### src/rtl/cpu_pkg.sv
// Shared definitions for the CPU: opcode constants, controller state
// encoding and a small opcode-class helper. Also imported by the ALU.
package cpu_pkg;

  // Instruction opcodes (3-bit field of the instruction register)
  localparam logic [2:0] HLT  = 3'b000;
  localparam logic [2:0] SKZ  = 3'b001;
  localparam logic [2:0] ADD  = 3'b010;
  localparam logic [2:0] ANDD = 3'b011;
  localparam logic [2:0] XORR = 3'b100;
  localparam logic [2:0] LDA  = 3'b101;
  localparam logic [2:0] STO  = 3'b110;
  localparam logic [2:0] JMP  = 3'b111;

  // Controller states: IDLE, eight instruction phases, and a sticky halt
  typedef enum logic [3:0] {
    ST_IDLE   = 4'd0,
    ST_S0     = 4'd1,
    ST_S1     = 4'd2,
    ST_S2     = 4'd3,
    ST_S3     = 4'd4,
    ST_S4     = 4'd5,
    ST_S5     = 4'd6,
    ST_S6     = 4'd7,
    ST_S7     = 4'd8,
    ST_HALTED = 4'd9
  } ctrl_state_t;

  // Opcodes that fetch an operand from memory into the ALU / accumulator
  function automatic logic is_acc_op(input logic [2:0] op);
    return (op == ADD) || (op == ANDD) || (op == XORR) || (op == LDA);
  endfunction

endpackage

### src/rtl/cpu_controller.sv
// Eight-phase instruction sequencer for the simple accumulator CPU.
// Outputs are a pure decode of the state register, opcode and zero flag.
// Optional feature macro: CTRL_INSTR_CNT_EN adds a 16-bit retired-instruction
// counter on port instr_cnt (incremented on every S7 exit, wraps at 0xFFFF).
module cpu_controller
  import cpu_pkg::*;
(
  input  logic        clk,
  input  logic        rst_n,
  input  logic        ena,
  input  logic [2:0]  opcode,
  input  logic        zero,
  output logic        rd,
  output logic        wr,
  output logic        load_ir,
  output logic        inc_pc,
  output logic        load_pc,
  output logic        load_acc,
  output logic        alu_ena,
  output logic        datactl_ena,
  output logic        halt
`ifdef CTRL_INSTR_CNT_EN
  ,
  output logic [15:0] instr_cnt
`endif
);

  ctrl_state_t state;
  ctrl_state_t state_next;

  // State register; reset overrides everything, including HALTED
  always_ff @(posedge clk) begin
    if (!rst_n) state <= ST_IDLE;
    else        state <= state_next;
  end

  // Next-state: fixed 8-phase walk; ena only matters in IDLE and at S7
  always_comb begin
    state_next = state;
    unique case (state)
      ST_IDLE:   if (ena) state_next = ST_S0;
      ST_S0:     state_next = ST_S1;
      ST_S1:     state_next = ST_S2;
      ST_S2:     state_next = ST_S3;
      ST_S3:     state_next = (opcode == HLT) ? ST_HALTED : ST_S4;
      ST_S4:     state_next = ST_S5;
      ST_S5:     state_next = ST_S6;
      ST_S6:     state_next = ST_S7;
      ST_S7:     state_next = ena ? ST_S0 : ST_IDLE;
      ST_HALTED: state_next = ST_HALTED;
      default:   state_next = ST_IDLE;
    endcase
  end

  // Output decode; every strobe defaults low so unlisted pairs stay quiet
  always_comb begin
    rd          = 1'b0;
    wr          = 1'b0;
    load_ir     = 1'b0;
    inc_pc      = 1'b0;
    load_pc     = 1'b0;
    load_acc    = 1'b0;
    alu_ena     = 1'b0;
    datactl_ena = 1'b0;
    halt        = 1'b0;
    unique case (state)
      ST_S0, ST_S1: begin
        rd      = 1'b1;
        load_ir = 1'b1;
        inc_pc  = 1'b1;
      end
      ST_S4: begin
        if (is_acc_op(opcode)) begin
          rd      = 1'b1;
          alu_ena = 1'b1;
        end
        if (opcode == SKZ) inc_pc  = zero;
        if (opcode == JMP) load_pc = 1'b1;
      end
      ST_S5: begin
        if (is_acc_op(opcode)) begin
          rd       = 1'b1;
          load_acc = 1'b1;
        end
        if (opcode == STO) datactl_ena = 1'b1;
      end
      ST_S6: begin
        if (opcode == SKZ) inc_pc = zero;
        if (opcode == STO) begin
          datactl_ena = 1'b1;
          wr          = 1'b1;
        end
      end
      ST_S7:     if (opcode == STO) datactl_ena = 1'b1;
      ST_HALTED: halt = 1'b1;
      default: ;
    endcase
  end

`ifdef CTRL_INSTR_CNT_EN
  // Retired-instruction counter; S7 always exits next edge, so count on S7
  always_ff @(posedge clk) begin
    if (!rst_n)              instr_cnt <= 16'h0000;
    else if (state == ST_S7) instr_cnt <= instr_cnt + 16'h0001;
  end
`endif

endmodule

### config.mk
export PLATFORM = sky130hd
export DESIGN_NAME = cpu_controller
export DESIGN_NICKNAME = d
export VERILOG_FILES = /design/src/rtl/cpu_pkg.sv /design/src/rtl/cpu_controller.sv
export SDC_FILE = /design/constraint.sdc
export NUM_CORES = 1
export LEC_CHECK = 0
export CAP_MARGIN = 5
export CORE_AREA = 3 3 40 42
export DETAILED_ROUTE_END_ITERATION = 8
export DIE_AREA = 0 0 43 45
export PLACE_DENSITY = 0.58
export SLEW_MARGIN = 10
export SYNTH_ARGS = -nofsm -noshare
export SYNTH_HDL_FRONTEND = slang
export SYNTH_SLANG_ARGS = --single-unit
### constraint.sdc
create_clock -name clk -period 1.4 [get_ports clk]
set_input_delay 0.28 -clock clk [delete_from_list [all_inputs] [get_ports clk]]
set_output_delay 0.28 -clock clk [all_outputs]
set_load 0.05 [all_outputs]
==> results of run 1 <==
==> cell usage after synthesis <==
master | instances | share of area [%]
o21bai_1 | 1 | 2.3
a21oi_1 | 1 | 1.5
o211ai_2 | 1 | 3.8
nor3_1 | 5 | 7.6
xnor2_1 | 2 | 5.3
xor2_1 | 1 | 2.7
nor2_1 | 2 | 2.3
nor2b_1 | 1 | 1.9
nor4b_1 | 1 | 2.7
a2111oi_1 | 1 | 3.1
nand2_1 | 4 | 4.6
o2111a_1 | 1 | 3.4
nand3_1 | 4 | 6.1
buf_4 | 2 | 4.6
a31oi_1 | 1 | 1.9
and4bb_1 | 1 | 3.8
buf_2 | 1 | 1.5
buf_6 | 1 | 3.4
nor3b_1 | 1 | 2.3
a211oi_1 | 2 | 4.6
o21ai_1 | 1 | 1.5
dfxtp_1 | 4 | 24
inv_1 | 1 | 1.1
or4_4 | 1 | 3.4
==> critical path, stage by stage, from the launching register on <==
cell	delay (ps)
dfxtp_2	320
nor2b_4	190
nand2_4	90
buf_6	120
nor3_4	200
buf_12	170
==> cell usage in the layout (no fill, tap or decap), types with 2 or more instances in the layout <==
cell type and instances:
buf_12 9, buf_4 13, buf_6 5, clkbuf_2 2, clkbuf_4 3, clkdlybuf4s50_1 2
dfxtp_2 2, dfxtp_4 2, nand2_2 2, nand3_1 3, nor3_4 4, xnor2_4 2
==> area by class of cell <==
| type | instances | area share, % |
|---|---|---|
| Timing Repair Buffer | 33 | 42.96 |
| Multi-Input combinational cell | 32 | 41.98 |
| Clock buffer | 3 | 2.510 |
| Inverter | 1 | 0.4184 |
| Sequential cell | 4 | 10.04 |
| Tap cell | 15 | 2.092 |
==> power groups by stage <==
| stage | registers [mW] | clock network (mW) | logic [mW] |
|---|---|---|---|
| after global routing | 0.161 | 0.151 | 0.511 |
| after floorplan | 0.133 | 0 | 0.269 |
| after global placement | 0.153 | 0 | 0.444 |
| final | 0.159 | 0.134 | 0.486 |
| after CTS | 0.156 | 0.138 | 0.480 |
| after detailed placement | 0.154 | 0 | 0.447 |
==> metal layers <==
layer	GRT usage, %	wire [microns]
met3	3.586	41
met4	7.229	38
met1	13.77	415
met5	0	0
met2	20.36	554
==> what timing repair did <==
item	in CTS	in global routing
pin swaps	8	10
hold endpoints to repair	0	0
setup endpoints to repair	10	11
resized for setup	16	12
buffers inserted	3	1
==> how the worst min path moves through the flow <==
stage | cells after the start | slack, ps | to | from
after global routing | 3 | 480 | state[0] | ena
after CTS | 2 | 650 | state[1] | state[3]
after detailed placement | 2 | 710 | state[1] | state[3]
after global placement | 2 | 700 | state[0] | state[1]
after floorplan | 2 | 410 | state[3] | rst_n
final | 3 | 460 | state[0] | ena
==> logic make-up after synthesis <==
family	count (synthesis)	synth area share, %
flops	4	24.43
buf+inv	5	10.68
xor+xnor	3	8.017
simple gates	20	34.73
compound gates	9	22.13
==> results.cfg, run 1 <==
[status]
status = finished with violations
violations = setup timing

[place]
port_buffers = 15
gp_congestion = 0.7174
dpl_cell_area_sq_um = 778.2
dp_slack_ps = -450.6
dpl.cell_count = 81

[floorplan]
die_area_sq_um = 1935
core_area_sq_um = 1285
die_y_microns = 45
start_util_pct = 25.51
die_width_microns = 43
ios = 16
rows = 13

[final_layout]
n_antenna_cell = 0
multi_input_area_sq_um = 376.6
finalInstanceArea_sq_um = 897.1
final_cells = 88
seq_area_sq_um = 90.09
drive_above_1_share_pct = 76.71
final_util_pct = 69.82
largest_reg_flops = 4
top_regs = state x4
syn_to_final_growth_pct = 173.7
final_nets = 82
regMostFlops = state
fillCellCount = 95

[power_and_ir_drop]
power.share.switching_pct = 37.04
leakage_nw = 0.3531
comb_power_share_pct = 62.4
clkPwrFrac_pct = 17.2
power_mw = 0.7782
ir_worst_vdd_mv = 0.7081
p_int_mw = 0.4900
switching_power_mw = 0.2883
p_per_area_nw_per_um2 = 867.5
pwr-share-seq_pct = 20.4

[critical_path]
reg2reg_from = state[0]
reg2regPathDepth = 3
crit_path_end_kind = primary output
cp_max_fo = 3
r2r_end = state[3]
start_kind = register
worstPathRequired_ps = 1120
r2r_slack_ps = 90
arrival_ps = 1330
setup.worst_path.end = load_pc
crit_path_start = state[2]
critical_path_class = reg2out

[routing]
drc = 0
vias = 423
ant_nets = 0
avgRoutedWirePerCell_microns = 11.91
routed_wl_microns = 1048
via_per_inst = 4.807
drtIter0Drc = 1
firstDrtPassIters = 2

[global_routing]
grt_use_total_pct = 12.17
grt_pass1_wl_microns = 1745
grt_max_degree = 8
antenna_found_initial = 0
grt-ovfl-total = 0
grt_pass1_vias = 411

[sta]
skew_ps = 2.493
finalSetupTns_ps = -1292
fin_ws_ps = -206.0
fmax_mhz = 622.7
drv_slew = 0
period_share_pct = 114.7
worstMarginPinSlew_ps = 297.3
rsz0062_at_grt = true
hold_violations = 0
finalHoldWorstSlack_ps = 459.9
period_needed_ps = 1606
setup_viol = 9
slew-limit-headroom_pct = 80.02

[flow_run]
cap_violations = 0

[synthesis]
syn_nets = 48
syn_area_per_cell_sq_um = 7.995
syn-instance-count = 41
yosysSeqAreaShare_pct = 24.43
syn_area_sq_um = 327.8
ys_seq_elements = 4
ys_types = 24
synth_warnings = 0

[clock_tree]
cts_buffers = 3
clk_pin_slew_ps = 40
postCtsHoldBufs = 0
cts_tree = yes
clock-sinks = 4
clockBufferDepth = 2
clock_latency_ps = 230
h-tree-depth = 1
root_buffer = clkbuf_4

[hold_path]
hold_class = in2reg
No activity file was read; power rests on OpenSTA's default activity.
==> run 2, diff against run 1 <==
Settings changed: GPL_ROUTABILITY_DRIVEN set to 0, HOLD_SLACK_MARGIN set to 0.1.
==> results of run 2 <==
No change in the layout: final DEF, timing and power equal those of run 1.
